**src/rtl/rice_block_sequencer.sv**
```systemverilog
// Rice block sequencer: parses per-block ID options, walks samples through unary/split/raw
// phases and emits each decoded sample on a valid/ready port. Optional macro: RICE_PREPROC_EN.
module rice_block_sequencer #(
   parameter int N    = 8,
   parameter int ID_W = 3
) (
   input  logic         clk,
   input  logic         reset,
   input  logic         start,
   input  logic         stop,
   input  logic [5:0]   j,
   input  logic [7:0]   nblk,
   input  logic         bit_in,
   input  logic         bit_valid,
   output logic         bit_ready,
   output logic [N-1:0] smp_out,
   output logic         smp_valid,
   input  logic         smp_ready,
   output logic [4:0]   k_cur,
   output logic         busy,
   output logic         done,
   output logic         err
);

   typedef enum logic [2:0] {
      S_IDLE, S_ID, S_FS, S_SPLIT, S_RAW, S_EMIT, S_DONE, S_ERR
   } state_t;

   state_t            state_q, state_d;
   logic [ID_W-2:0]   id_q, id_d;
   logic [4:0]        cnt_q, cnt_d;
   logic [N-1:0]      q_q, q_d;
   logic [30:0]       r_q, r_d;
   logic [4:0]        k_q, k_d;
   logic              raw_q, raw_d;
   logic [6:0]        smp_cnt_q, smp_cnt_d;
   logic [7:0]        blk_cnt_q, blk_cnt_d;
   logic [N-1:0]      smp_q, smp_d;
   logic              err_q, err_d;
   logic              done_q, done_d;

   logic              take, load;
   logic [N-1:0]      load_val, emit_val;
   logic [ID_W-1:0]   id_full;
   logic [31:0]       r_shift;
   logic [N+31:0]     wide;
   logic [6:0]        j_eff, smp_cnt_inc;
   logic [7:0]        blk_inc;

   assign bit_ready = (state_q == S_ID) || (state_q == S_FS) ||
                      (state_q == S_SPLIT) || (state_q == S_RAW);
   assign busy      = !((state_q == S_IDLE) || (state_q == S_DONE) || (state_q == S_ERR));
   assign smp_valid = (state_q == S_EMIT);
   assign smp_out   = smp_q;
   assign k_cur     = k_q;
   assign done      = done_q;
   assign err       = err_q;

   assign take        = bit_valid && bit_ready;
   assign id_full     = {id_q, bit_in};
   assign r_shift     = {r_q, bit_in};
   // Reconstructed value kept wide so an out-of-range q<<k is seen rather than truncated.
   assign wide        = ({{32{1'b0}}, q_q} << k_q) | {{N{1'b0}}, r_shift};
   assign j_eff       = (j == 6'd0) ? 7'd64 : {1'b0, j};
   assign smp_cnt_inc = smp_cnt_q + 7'd1;
   assign blk_inc     = blk_cnt_q + 8'd1;

`ifdef RICE_PREPROC_EN
   logic [N-1:0] x_prev_q, x_prev_d;
   logic [N-1:0] half, delta;

   assign half  = {1'b0, load_val[N-1:1]};
   assign delta = load_val[0] ? -(half + {{(N-1){1'b0}}, 1'b1}) : half;
   assign emit_val = (state_q == S_RAW) ? load_val : x_prev_q + delta;
`else
   assign emit_val = load_val;
`endif

   // NOTE: every always_comb output gets a default first so no path infers a latch.
   always_comb begin
      state_d   = state_q;
      id_d      = id_q;
      cnt_d     = cnt_q;
      q_d       = q_q;
      r_d       = r_q;
      k_d       = k_q;
      raw_d     = raw_q;
      smp_cnt_d = smp_cnt_q;
      blk_cnt_d = blk_cnt_q;
      err_d     = err_q;
      load      = 1'b0;
      load_val  = '0;
`ifdef RICE_PREPROC_EN
      x_prev_d  = x_prev_q;
`endif
      if (stop && busy) begin
         state_d = S_IDLE;
      end else begin
         case (state_q)
            S_IDLE, S_DONE, S_ERR: begin
               if (start) begin
                  state_d   = S_ID;
                  err_d     = 1'b0;
                  blk_cnt_d = '0;
                  smp_cnt_d = '0;
                  cnt_d     = '0;
`ifdef RICE_PREPROC_EN
                  x_prev_d  = '0;
`endif
               end
            end
            S_ID: if (take) begin
               id_d  = id_full[ID_W-2:0];
               cnt_d = cnt_q + 5'd1;
               if (cnt_q == 5'(ID_W - 1)) begin
                  cnt_d = '0;
                  q_d   = '0;
                  r_d   = '0;
                  if (&id_full) begin
                     k_d     = 5'(N);
                     raw_d   = 1'b1;
                     state_d = S_RAW;
                  end else begin
                     k_d     = 5'(id_full);
                     raw_d   = 1'b0;
                     state_d = S_FS;
                  end
               end
            end
            S_FS: if (take) begin
               if (bit_in) begin
                  if (k_q == 5'd0) begin
                     load     = 1'b1;
                     load_val = q_q;
                     state_d  = S_EMIT;
                  end else begin
                     cnt_d   = '0;
                     r_d     = '0;
                     state_d = S_SPLIT;
                  end
               end else if (q_q == {N{1'b1}}) begin
                  err_d   = 1'b1;
                  state_d = S_ERR;
               end else begin
                  q_d = q_q + 1'b1;
               end
            end
            S_SPLIT: if (take) begin
               r_d   = r_shift[30:0];
               cnt_d = cnt_q + 5'd1;
               if (cnt_q == k_q - 5'd1) begin
                  if (|wide[N+31:N]) begin
                     err_d   = 1'b1;
                     state_d = S_ERR;
                  end else begin
                     load     = 1'b1;
                     load_val = wide[N-1:0];
                     state_d  = S_EMIT;
                  end
               end
            end
            S_RAW: if (take) begin
               r_d   = r_shift[30:0];
               cnt_d = cnt_q + 5'd1;
               if (cnt_q == 5'(N - 1)) begin
                  load     = 1'b1;
                  load_val = r_shift[N-1:0];
                  state_d  = S_EMIT;
               end
            end
            S_EMIT: if (smp_ready) begin
`ifdef RICE_PREPROC_EN
               x_prev_d = smp_q;
`endif
               q_d   = '0;
               r_d   = '0;
               cnt_d = '0;
               if (smp_cnt_inc == j_eff) begin
                  smp_cnt_d = '0;
                  blk_cnt_d = blk_inc;
                  state_d   = ((nblk != 8'd0) && (blk_inc == nblk)) ? S_DONE : S_ID;
               end else begin
                  smp_cnt_d = smp_cnt_inc;
                  state_d   = raw_q ? S_RAW : S_FS;
               end
            end
            default: state_d = S_IDLE;
         endcase
      end
   end

   assign smp_d  = load ? emit_val : smp_q;
   assign done_d = (state_d == S_DONE) && (state_q != S_DONE);

   // NOTE: sequential state uses non-blocking assignments so all registers update together.
   always_ff @(posedge clk) begin
      if (!reset) begin
         state_q   <= S_IDLE;
         id_q      <= '0;
         cnt_q     <= '0;
         q_q       <= '0;
         r_q       <= '0;
         k_q       <= '0;
         raw_q     <= 1'b0;
         smp_cnt_q <= '0;
         blk_cnt_q <= '0;
         smp_q     <= '0;
         err_q     <= 1'b0;
         done_q    <= 1'b0;
`ifdef RICE_PREPROC_EN
         x_prev_q  <= '0;
`endif
      end else begin
         state_q   <= state_d;
         id_q      <= id_d;
         cnt_q     <= cnt_d;
         q_q       <= q_d;
         r_q       <= r_d;
         k_q       <= k_d;
         raw_q     <= raw_d;
         smp_cnt_q <= smp_cnt_d;
         blk_cnt_q <= blk_cnt_d;
         smp_q     <= smp_d;
         err_q     <= err_d;
         done_q    <= done_d;
`ifdef RICE_PREPROC_EN
         x_prev_q  <= x_prev_d;
`endif
      end
   end

endmodule
```
**config.mk**
```make
export PLATFORM = sky130hd
export DESIGN_NAME = rice_block_sequencer
export DESIGN_NICKNAME = d
export VERILOG_FILES = /design/src/rtl/rice_block_sequencer.sv
export SDC_FILE = /design/constraint.sdc
export NUM_CORES = 1
export LEC_CHECK = 0
export CORE_ASPECT_RATIO = 0.5
export CORE_MARGIN = 2
export CORE_UTILIZATION = 63
export CTS_CLUSTER_SIZE = 12
export DETAILED_ROUTE_END_ITERATION = 6
export PLACE_DENSITY_LB_ADDON = 0.2
export SETUP_SLACK_MARGIN = 0.2
export SLEW_MARGIN = 10
export SYNTH_ARGS = -nofsm -noshare
export SYNTH_HDL_FRONTEND = slang
export SYNTH_SLANG_ARGS = --single-unit
```
**constraint.sdc**
```tcl
create_clock -name clk -period 7.2 [get_ports clk]
set_input_delay 1.44 -clock clk [delete_from_list [all_inputs] [get_ports clk]]
set_output_delay 1.44 -clock clk [all_outputs]
set_load 0.03 [all_outputs]
```
==> metrics.cfg <==
[run_status]
outcome=completed

[clocking]
max-clock-path-buffers=2
post_cts_setup_buffer_count=0
number_of_gates_resized_after_cts=0
cts-root-buf=clkbuf_16
cts-htree-levels=3
clock_tree_sinks=78
hold_buffer_count_at_cts=0
cts_tree=done
worst_skew_pair.late_latency_ns=0.35
cts.clk_slew.worst_paths_ns=0.06
cts-buffers-inserted=9

[logic_synthesis]
post_synth_num_cell_types=68
synth-edff-count=0
synth-seq-area-share_pct=32.3
average_size_of_a_mapped_cell_um2=7.52
postSynth.topFlopCell=dfxtp_1
synth_async_sr_flop_share_pct=0
yosys-top-cells-area=dfxtp_1 32%, a21oi_1 7.6%, nand2_1 6.1%
ys.warnings.count=0
synth.net_count=671
yosys.area.top_type=dfxtp_1
synth.ff_latch_count=78
synthesis.area_um2=4840
synth.top_cells.by_count=78 x dfxtp_1, 78 x nand2_1, 73 x a21oi_1
yosys_top_cell_area_share_pct=32.3
synthCells=643

[layout]
antenna_cells=0
multi_input_gate_area_um2=3020
final_layout_size_suffix_gt1_share_pct=5.67
core_occupancy_in_the_finished_layout_pct=74.4
area_taken_by_flip_flops_and_latches_um2=1560
final.fill_count=579
synth_to_final_area_change_pct=13.5
fin_nets=675

[floorplan]
total_die_area_um2=8440
core_area_um2=7380
initial_util_pct=65.6
io_pins=39
rows=22
die-width_um=128
die_height_um=66.0

[power_and_ir_drop]
clock_power_share_pct=34.7
p_int_mw=0.909
power.leakage_nw=1.79
comb_power_share_pct=30.4
pwr_density_cell_nw_per_um2=262
power_frac_seq_pct=34.9
switchingPower_mw=0.529
power.ir.vdd_worst_v=0.000192
power.switching_fraction_pct=36.8

[grt]
gr-total-overflow=0
number_of_antenna_violations_at_the_first_check_in_global_routing=0
first_pass_grt_wire_length_um=19700
via_count_of_the_first_global_routing_pass=4101
largest_net_degree_at_the_start_of_global_routing=49
grt.total_usage_pct=29.5

[routing]
firstDrtPassIters=6
post-route-drc-count=0
detailroute.via_count=4804
drt_wl_total_um=11900
initial_drt_markers=706
detail_route.wl_per_cell_um=15.8
detail_route.vias_per_cell=6.42
drtAntennaViolNets=0

[min_path]
worstHoldPathType=flip-flop to flip-flop

[placement]
dp_hpwl_um=7970
place_congestion=0.945
numPortBuffers=37

[setup_path]
endpoint_kind=flip-flop
worstSetupPathType=input port to flip-flop
cp.required_ns=7.49
worst-path-max-fanout=12
worst_ep_arrival_time_ns=4.47
start_kind=input port

[sta]
final.period_utilization_pct=58.1
setup_violations=0
rsz0062_at_grt=false
tightestPinTransition_ns=1.05
timing.max_slew.rel_slack_pct=29.6
finalClockSkew_ns=0.00816
max_clock_freq_ghz=0.239
fin_setup_tns_ns=0
final_period_minus_worst_setup_slack_ns=4.18
timing_max_transition_violations_final=0
hold_violations=0

[run]
max-cap-violations=0

worst max-delay path, stage by stage:
cell and delay, ns:
clkdlybuf4s50_1 0.72, nand2_1 0.16, a21bo_1 0.22, a211o_1 0.31, or4_1 0.54, nor3_1 0.81
a221o_1 0.26
metrics by stage:
stage | std cells | worst slack [ns] | hold slack, ns | cell area [um2] | total power [mW]
after global placement | 732 | 2.84 | 0.448 | 5170 | 0.927
after global routing | 748 | 2.91 | 0.477 | 5490 | 1.50
after CTS | 748 | 3.05 | 0.469 | 5490 | 1.43
after detailed placement | 732 | 2.69 | 0.461 | 5170 | 0.933
final | 748 | 3.02 | 0.465 | 5490 | 1.44
after floorplan | 643 | 3.91 | 0.432 | 4840 | 0.819
final timing paths:
path / cells past startpoint / slack (ns) / end / start
worst max-delay path: 7 / 3.02 / smp_out[1]$_SDFFE_PN0P_ / bit_in
worst min-delay path: 2 / 0.46 / err$_SDFFE_PN0P_ / err$_SDFFE_PN0P_
worst max register to register: 9 / 3.27 / smp_out[1]$_SDFFE_PN0P_ / k_cur[1]$_SDFFE_PN0P_
worst min register to register: 2 / 0.46 / err$_SDFFE_PN0P_ / err$_SDFFE_PN0P_
placed cells by master (no fill, tap or decap), types with 3 or more instances in the layout:
cell             count
nand2b_1             6
nand3_1             51
a31oi_1              8
clkbuf_16            9
nor4b_1              4
a21oi_1             73
nor3b_1              4
inv_2                4
and3_1               7
nor4_1              11
and2_1               4
a41oi_1              4
dfxtp_1             78
o21a_1               5
ha_1                 7
o211ai_1             7
xor2_1              18
a211oi_1             6
a221o_1              9
o21ai_0             24
or3_1               10
mux2i_1             11
nor2b_1             12
o221ai_1             4
inv_1               16
o21ai_1              8
nor2_1              46
nor3_1               9
buf_4                3
nand2_1             78
clkdlybuf4s50_1     37
mux4_2               3
nand4_1              9
xnor2_1             17
layer usage:
layer / wire, um / vias to the layer above / part of all wire, % / GRT usage [%]
met1: 5570 / 2242 / 47 / 40.2
met4: 189 / 0 / 1.6 / 8.93
met5: 0 / - / 0 / 0
met3: 898 / 21 / 7.6 / 7.77
met2: 5200 / 215 / 44 / 46.1
li1: - / 2326 / - / -
power by group through the flow:
| stage | clock network [mW] | registers (mW) | logic [mW] |
|---|---|---|---|
| 2_1_floorplan | 0 | 0.474 | 0.345 |
| 3_3_place_gp | 0 | 0.508 | 0.419 |
| 3_5_place_dp | 0 | 0.510 | 0.423 |
| 4_1_cts | 0.502 | 0.500 | 0.427 |
| 5_1_grt | 0.520 | 0.507 | 0.477 |
| 6_report | 0.499 | 0.502 | 0.437 |
layout make-up:
cell class / count / area share (%)
Clock buffer: 10 / 4.17
Clock inverter: 6 / 1.69
Inverter: 20 / 1.37
Multi-Input combinational cell: 498 / 55.0
Sequential cell: 78 / 28.4
Tap cell: 96 / 2.19
Timing Repair Buffer: 40 / 7.15
cell families (layout without fill, tap and decap cells):
group | after synthesis | after routing | synth area share, %
AND/OR/NAND/NOR | 265 | 265 | 27.3
AO/OA/AOI/OAI | 174 | 174 | 22.7
flip-flops | 78 | 78 | 32.3
buffers and inverters | 67 | 76 | 5.43
XOR/XNOR | 35 | 35 | 6.34
multiplexers | 16 | 16 | 4.14
adder cells (fa/ha/maj) | 7 | 7 | 1.81
other | 1 | 1 | 0.0775
sequential cells by signal (all words and copies together) (netlist names):
register   count
r_q           31
blk_cnt_q      8
q_q            8
smp_out        8
smp_cnt_q      7
cnt_q          5
k_cur          3
state_q        3
id_q           2
done           1
err            1
raw_q          1
Note: power is estimated with default switching activity, not from simulation.
